**config.mk**
```make
export PLATFORM = sky130hd
export DESIGN_NAME = pipeline_hazard_ctrl
export DESIGN_NICKNAME = d
export VERILOG_FILES = /design/src/rtl/pipeline_hazard_ctrl.sv
export SDC_FILE = /design/constraint.sdc
export NUM_CORES = 1
export LEC_CHECK = 0
export BUFFER_PORTS_ARGS = -buffer_cell sky130_fd_sc_hd__buf_2
export CAP_MARGIN = 10
export CORE_MARGIN = 4
export CORE_UTILIZATION = 42
export CTS_CLUSTER_DIAMETER = 120
export DETAILED_ROUTE_END_ITERATION = 16
export PLACE_DENSITY = 0.76
export SLEW_MARGIN = 5
export SYNTH_ARGS = -nofsm -noshare
export SYNTH_HDL_FRONTEND = slang
export SYNTH_SLANG_ARGS = --single-unit
```
**constraint.sdc**
```tcl
create_clock -name clk -period 4.43 [get_ports clk]
set_input_delay 0.2215 -clock clk [delete_from_list [all_inputs] [get_ports clk]]
set_output_delay 0.2215 -clock clk [all_outputs]
set_load 0.05 [all_outputs]
```
**src/rtl/pipeline_hazard_ctrl.sv**
```systemverilog
// Hazard controller for a five-stage pipeline: stalls, flushes, bubbles, and operand forwarding.
// Defining HAZ_PERF_CNT_EN adds the stall_cnt performance counter output.
module pipeline_hazard_ctrl (
  input  logic       clk,
  input  logic       rst_n,
  input  logic [3:0] rs_a_deco,
  input  logic [3:0] rs_b_deco,
  input  logic       use_a,
  input  logic       use_b,
  input  logic [3:0] rd_exe,
  input  logic       we_exe,
  input  logic       load_exe,
  input  logic [3:0] rd_mem,
  input  logic       we_mem,
  input  logic [3:0] rd_wb,
  input  logic       we_wb,
  input  logic       branch_exe,
  input  logic       mem_busy,
  output logic       stall_pc,
  output logic       stall_fd,
  output logic       stall_de,
  output logic       stall_em,
  output logic       flush_fd,
  output logic       bubble_de,
  output logic [1:0] fwd_a,
  output logic [1:0] fwd_b,
  output logic       mem_timeout
`ifdef HAZ_PERF_CNT_EN
  ,
  output logic [15:0] stall_cnt
`endif
);

  typedef enum logic [1:0] {S_RUN, S_WAIT, S_FLUSH} state_e;

  state_e     state_q, state_d;
  logic [7:0] wait_cnt_q, wait_cnt_d;
  logic       timeout_q, timeout_d;
  logic       load_use;

  assign load_use = we_exe & load_exe &
                    ((use_a & (rd_exe == rs_a_deco)) | (use_b & (rd_exe == rs_b_deco)));

  // A load's data is not available in EXE, so it is never forwarded from there.
  function automatic logic [1:0] fwd_sel(input logic [3:0] rs, input logic used);
    if (!used)                                   return 2'b00;
    else if (we_exe && !load_exe && rd_exe == rs) return 2'b01;
    else if (we_mem && rd_mem == rs)              return 2'b10;
    else if (we_wb && rd_wb == rs)                return 2'b11;
    else                                          return 2'b00;
  endfunction

  assign fwd_a       = fwd_sel(rs_a_deco, use_a);
  assign fwd_b       = fwd_sel(rs_b_deco, use_b);
  assign mem_timeout = timeout_q;

  always_ff @(posedge clk or negedge rst_n) begin
    if (!rst_n) begin
      state_q    <= S_RUN;
      wait_cnt_q <= '0;
      timeout_q  <= 1'b0;
    end else begin
      // NOTE: non-blocking assignments so every register samples pre-edge values.
      state_q    <= state_d;
      wait_cnt_q <= wait_cnt_d;
      timeout_q  <= timeout_d;
    end
  end

  always_comb begin
    // NOTE: defaults first so no path leaves a signal unassigned (no latches).
    state_d    = state_q;
    wait_cnt_d = wait_cnt_q;
    unique case (state_q)
      S_RUN: begin
        if (mem_busy)        state_d = S_WAIT;
        else if (branch_exe) state_d = S_FLUSH;
      end
      S_WAIT: begin
        if (mem_busy) begin
          if (wait_cnt_q != 8'hFF) wait_cnt_d = wait_cnt_q + 8'd1;
        end else begin
          wait_cnt_d = '0;
          state_d    = branch_exe ? S_FLUSH : S_RUN;
        end
      end
      S_FLUSH: begin
        if (!mem_busy) state_d = S_RUN;
      end
      default: state_d = S_RUN;
    endcase
    timeout_d = timeout_q | (wait_cnt_d == 8'hFF);
  end

  // Reset is folded in combinationally so the controls drop the moment rst_n falls.
  always_comb begin
    stall_pc  = 1'b0;
    stall_fd  = 1'b0;
    stall_de  = 1'b0;
    stall_em  = 1'b0;
    flush_fd  = 1'b0;
    bubble_de = 1'b0;
    if (rst_n) begin
      if (mem_busy) begin
        stall_pc = 1'b1;
        stall_fd = 1'b1;
        stall_de = 1'b1;
        stall_em = 1'b1;
      end else if (state_q == S_FLUSH) begin
        flush_fd = 1'b1;
      end else if (branch_exe) begin
        flush_fd  = 1'b1;
        bubble_de = 1'b1;
      end else if (load_use) begin
        stall_pc  = 1'b1;
        stall_fd  = 1'b1;
        bubble_de = 1'b1;
      end
    end
  end

`ifdef HAZ_PERF_CNT_EN
  logic [15:0] stall_cnt_q;

  always_ff @(posedge clk or negedge rst_n) begin
    if (!rst_n)                              stall_cnt_q <= '0;
    else if (stall_pc && stall_cnt_q != '1)  stall_cnt_q <= stall_cnt_q + 16'd1;
  end

  assign stall_cnt = stall_cnt_q;
`endif

endmodule

```
# After elaboration in Yosys (flattened, before gate mapping)
# Index checks and enable logic that the tools add are counted.
# totals
ff_bits	11
input_bits	30
out_inout_bits	11
elab_cells	65
# classes
add_sub_neg	1
eq_ne	13
mux	32
n_bitwise	6
n_reduce_logical	10
# ops
cell	n
2-bit 2-to-1 mux	13
4-bit == test	6
8-bit 2-to-1 mux	3
1-bit 2-to-1 mux	15
8-bit by 1-bit adder with 8-bit output, second input constant	1
8-bit == test, second input constant	1
8-bit != test, second input constant	1
1-bit logical AND	7
2-bit one-hot mux with 3 select lines	1
1-bit AND	4
2-bit != test, second input constant	2
3-bit != test, second input constant	1
3-bit AND reduction	1
2-bit by 1-bit == test with 1-bit output, second input constant	1
2-bit == test, second input constant	1
2-bit logical NOT	1
1-bit OR	2
1-bit logical NOT	1

# Longest topological paths before layout
# logic_depth
depth_word	9
depth_mapped	6
ltp_nobuf	6

# Worst setup path before layout
# Ideal clock, no wire load.
# synth_path
path_type	input to output
start	in rs_b_deco[1]
end	out bubble_de
arrival_time_ps	2518
t_required_ps	4208
slack_ps	1690
cell_stages	5
path_buffers	0
path_cell_list	xor2_1 -> nor4_1 -> a22oi_1 -> o21bai_1 -> nor4bb_1
# synth_via
elab_chain_len	9
# synth_rtl
item	line_no	source
start, declared	7	input logic [3:0] rs_b_deco,
4-bit == test	42	((use_a & (rd_exe == rs_a_deco)) | (use_b & (rd_exe == rs_b_deco)));
1-bit AND	42	
1-bit OR	42	
1-bit AND	41	assign load_use = we_exe & load_exe &
1-bit 2-to-1 mux	114	end else if (load_use) begin
1-bit 2-to-1 mux	111	end else if (branch_exe) begin
1-bit 2-to-1 mux	109	end else if (state_q == S_FLUSH) begin
1-bit 2-to-1 mux	104	if (mem_busy) begin
1-bit 2-to-1 mux	103	if (rst_n) begin
end, declared	24	output logic bubble_de,
# Every way passes these cells.

# Final worst setup path
# Same ends and word-level chain as after synthesis.

==> reports/results.txt <==
The synthesized design contains 11 register bits. The number of cells on the worst hold path is 2, and the count of cell types in the netlist is 40. Across the routed clock network, the largest skew measured is 3.05 ps. Data arrives at the worst endpoint at 1810 ps. The initial utilization of the core area, before any placement, comes to 44.7%. The post-route clock period utilization is 45.9%, and the number of ports placed on the die boundary is 41. On the worst path, the slowest cell contributes a delay of 400 ps. The number of buffers and inverters on the critical path is 2. Entering global routing, the biggest net connects 17 pins. At the pin with the least slew margin, the transition time is 517 ps.

The logs give 0 for the count of instances resized after the clock tree is built and 0 for the final-report hold violation count. The site row count came out at 17. Yosys printed 0 warnings.

Counting the buffers created by CTS gives 3. The die is 57 µm wide. Clock latency on the worst-skew pair, taken at its later pin, is 270 ps. The category of cells accounting for the largest share of critical-path delay is simple AND/OR/NAND/NOR gates.

Clock-pin slew was measured on the worst setup and hold paths at 70 ps. Summed over all cells, the static leakage comes to 0.594 nW. The via count of the first global-routing pass came out at 1064. The final routed wirelength across all metal layers is 2600 µm.

The tools report the startpoint of the most critical hold path as branch_exe. The count of buffers added on input and output ports is 40. The tools report the net count of the mapped netlist as 153.

CTS placed an instance of sky130_fd_sc_hd__clkbuf_4 at the clock tree root. The average detailed-routed wire length per instance came out at 13.6 µm. The first routing iteration left 19 violations.

The share of layout cells above drive strength 1 works out to 28.8%. The cell area that synthesis handed to floorplanning was 0.00101 mm². The mean instance size in the synthesized netlist works out to 8.27 µm². Traced cell by cell, the critical path runs through buf_2, xor2_1, nor4_1, a22oi_1, o21bai_1, nor4bb_1, buf_2.

Worst-case hold path end point: state_q[1]$_DFFE_PN0P_. The largest individual stage delay along the critical path comes from the cell sky130_fd_sc_hd__nor4_1. The area of the core came out at 0.00225 mm².

The fraction of power spent switching nets works out to 38.5%. Sequential share of power: 42.6%. The worst setup path is launched from an input port. After synthesis, flip-flops and latches occupy 27.3% of the total area. In the routed design, unresolved DRC markers number 0.

For the number of slew-limit violations in the final report, the log shows 0. The synthesized netlist devotes 21.7% of its cell area to XOR and XNOR gates. The length of routed wiring on met1 came out at 1160 µm. For the wire length of the first global-routing pass, the log shows 4440 µm. Setup violations remaining at the end of the flow were counted as 0. The number of diodes added for antenna fixing was 0. In this run the critical register-to-register path is captured at mem_timeout$_DFF_PN0_. Using the TritonRoute via totals, the vias-per-cell ratio works out to 5.59. The tools report the launching point of the worst reg2reg path as wait_cnt_q[0]$_DFF_PN0_.

Counting stages on the worst path, the most repeated cell is sky130_fd_sc_hd__buf_2. The overall global routing resource usage is 16.7%, and the total vias in the final route is 1068. From synthesis to final layout, the design area changed by 24.7%. The internal power of the cells totals 0.192 mW. For the buffer depth of the longest clock path, the log shows 2. The synthesized design devotes to its leading area cell type 27.3% of total area. The tools report the number of antenna violations at the first check in global routing as 0. Net switching power of the design: 0.120 mW.

The clock network accounts for 22.2% of the total power. After the flow finishes, the layout carries non-filler instances totaling 191. In this run the top signal layer used is met3.

The first TritonRoute pass finished after 4 iterations. The count of nets left with antenna violations once routing finished came out at 0. The worst register-to-register path has a setup slack of 2440 ps. For the achievable clock frequency, the log shows 492 MHz. Detailed routing placed a total of 188 µm of wire on met3. The run finished with clean final reports.

Routability congestion estimate from global placement: 0.862. Along the worst path, the maximum fanout reaches 3. The type of the worst setup path is in2out.

For the deepest level of the CTS H-tree, the log shows 1. Setup repair after global routing left no endpoint under its margin. The number of cells after detailed placement came out at 186. The die covers 0.00325 mm². Headroom to the max-slew limit came out at 65.5%. Of all cell types, the one taking the most synthesized area is sky130_fd_sc_hd__dfrtp_1. The clock drives 11 sinks.

The run gives 219 as the count of filler cells inserted in the layout. In this run the power density over the cells is 248 mW/mm². Basic-gate share of the synthesized area counting and, or, nand and nor cells: 30.4%. The floorplan step set the die height to 57 µm. After synthesis, the share of cell area in mux cells is 0%. In this run the worst hold path is classified as in2reg.

The largest family of logic cells by synthesized area was simple AND/OR/NAND/NOR gates. The synthesized netlist devotes 16.0% of its cell area to compound gates. The tools report the endpoint type of the worst setup path as an output pin. Adding up every negative setup slack in the final design gives 0 ps. The net count of the finished layout is 195. After synthesis, the cell types taking the most area are sky130_fd_sc_hd__dfrtp_1, sky130_fd_sc_hd__xor2_1, sky130_fd_sc_hd__nand2_1.

After legalization and detailed placement, the total HPWL measured 2140 µm. After layout, the minimum clock period comes to 2030 ps. Global routing finished with a remaining overflow of 0. The share of synthesized cell area in full adder, half adder and majority cells is 1.24%, and the max-cap violation count is 0. The highest ir drop seen on vdd came out at 140 µV. Measured in cells, the most critical reg-to-reg path has a length of 6. Detailed routing placed a total of 1250 µm of wire on met2. Data on the critical path is required at its endpoint by 4210 ps. TritonCTS built the clock tree.

For the gate count of the mapped netlist, the log shows 122. The share of total power dissipated in combinational logic is 35.2%.
[worst reg2reg max path: stages, from the launching register on]
cell and delay [ps]:
sky130_fd_sc_hd__dfrtp_1 420, sky130_fd_sc_hd__ha_1 300, sky130_fd_sc_hd__and4_2 290, sky130_fd_sc_hd__a211oi_1 260
sky130_fd_sc_hd__xnor2_1 170, sky130_fd_sc_hd__and4b_1 230, sky130_fd_sc_hd__a41o_1 220
[what timing repair did]
action	CTS	global route
endpoints found under the hold margin	11	0
buffers inserted	0	0
hold buffers	1	0
[sequential cells by signal, summed over array words and instances, names as in the netlist]
| name | cells |
|---|---|
| wait_cnt_q | 8 |
| mem_timeout | 1 |
| state_q | 2 |
[worst max path at each step]
stage | startpoint | end | slack (ps) | depth (start not counted)
floorplan | rs_b_deco[1] | bubble_de | 1690 | 5
global placement | rs_b_deco[1] | bubble_de | 2460 | 7
detailed placement | rs_b_deco[1] | bubble_de | 2380 | 7
CTS | rs_b_deco[1] | bubble_de | 2370 | 7
global route | rs_a_deco[1] | bubble_de | 2180 | 7
finish | rs_b_deco[1] | bubble_de | 2400 | 7
[per-layer routing]
layer / vias to the layer above / track usage (%)
li1: 526 / -
met1: 498 / 20.3
met2: 44 / 28.1
met3: 0 / 5.43
met4: 0 / 4.64
met5: - / 0
[metrics by stage]
step	util (%)	total power [mW]	setup WS (ps)	hold slack (ps)	cell area, µm²
2_1_floorplan	-	0.201	1690	-74.1	1010
3_3_place_gp	54.2	0.237	2460	124	1220
3_5_place_dp	54.2	0.242	2380	126	1220
4_1_cts	55.8	0.312	2370	214	1260
5_1_grt	55.8	0.334	2180	211	1260
6_report	55.8	0.312	2400	215	1260
[cells in the final DEF (no fill, tap or decap), drive strengths merged, types with 2 or more instances in the layout]
| cell type | instances |
|---|---|
| o31ai | 3 |
| dfrtp | 11 |
| inv | 3 |
| o21ai | 3 |
| and2 | 4 |
| nor2b | 4 |
| o211ai | 2 |
| nor4 | 5 |
| xnor2 | 5 |
| a21oi | 4 |
| a31oi | 4 |
| xor2 | 20 |
| clkbuf | 4 |
| nor3 | 2 |
| nor2 | 8 |
| buf | 40 |
| nand3 | 6 |
| nand2 | 13 |
| nand4 | 2 |
[cells by family (layout without fill, tap and decap cells)]
| logic type | count (synthesis) | after routing |
|---|---|---|
| buf+inv | 7 | 48 |
| simple gates | 54 | 54 |
| flops | 11 | 11 |
| fa+ha+maj | 1 | 1 |
| xor+xnor | 25 | 25 |
| compound gates | 24 | 24 |
[synth_stat cells]
library cell / number
sky130_fd_sc_hd__inv_1: 3
sky130_fd_sc_hd__ha_1: 1
sky130_fd_sc_hd__and3_1: 1
sky130_fd_sc_hd__o21bai_1: 1
sky130_fd_sc_hd__o31ai_1: 3
sky130_fd_sc_hd__and3b_4: 1
sky130_fd_sc_hd__nor3_1: 2
sky130_fd_sc_hd__nand3_2: 1
sky130_fd_sc_hd__xnor2_1: 5
sky130_fd_sc_hd__a21oi_1: 4
sky130_fd_sc_hd__a31oi_1: 4
sky130_fd_sc_hd__buf_4: 2
sky130_fd_sc_hd__nand4_1: 2
sky130_fd_sc_hd__a41oi_1: 1
sky130_fd_sc_hd__and4_2: 1
sky130_fd_sc_hd__nand3_1: 5
sky130_fd_sc_hd__a22o_1: 1
sky130_fd_sc_hd__o211ai_1: 2
sky130_fd_sc_hd__nor2b_1: 4
sky130_fd_sc_hd__and2_4: 1
sky130_fd_sc_hd__nor4_1: 5
sky130_fd_sc_hd__and2_1: 3
sky130_fd_sc_hd__a211oi_1: 1
sky130_fd_sc_hd__o21ai_0: 3
sky130_fd_sc_hd__nor3b_1: 1
sky130_fd_sc_hd__nand4b_1: 1
sky130_fd_sc_hd__xor2_1: 20
sky130_fd_sc_hd__nor2_1: 8
sky130_fd_sc_hd__o22ai_1: 1
sky130_fd_sc_hd__dfrtp_1: 11
sky130_fd_sc_hd__or4_1: 1
sky130_fd_sc_hd__nand2b_1: 1
sky130_fd_sc_hd__a41o_1: 1
sky130_fd_sc_hd__nor4bb_1: 1
sky130_fd_sc_hd__and4b_1: 1
sky130_fd_sc_hd__o21a_1: 1
sky130_fd_sc_hd__nand3b_1: 1
sky130_fd_sc_hd__clkbuf_1: 2
sky130_fd_sc_hd__nand2_1: 13
sky130_fd_sc_hd__a22oi_1: 1
[final cells by class]
| class | instances | area, µm² | area share [%] |
|---|---|---|---|
| Multi-Input combinational cell | 104 | 699 | 55.6 |
| Clock buffer | 4 | 26.3 | 2.09 |
| Timing Repair Buffer | 41 | 210 | 16.7 |
| Tap cell | 28 | 35.0 | 2.79 |
| Inverter | 3 | 11.3 | 0.896 |
| Sequential cell | 11 | 275 | 21.9 |
[power groups by stage]
| stage | registers [mW] | clock network [mW] | logic [mW] |
|---|---|---|---|
| floorplan | 0.130 | 0 | 0.0710 |
| global placement | 0.132 | 0 | 0.104 |
| detailed placement | 0.134 | 0 | 0.108 |
| CTS | 0.132 | 0.0704 | 0.109 |
| global route | 0.134 | 0.0781 | 0.122 |
| finish | 0.133 | 0.0693 | 0.110 |
Power figures use the tool's default switching activity.
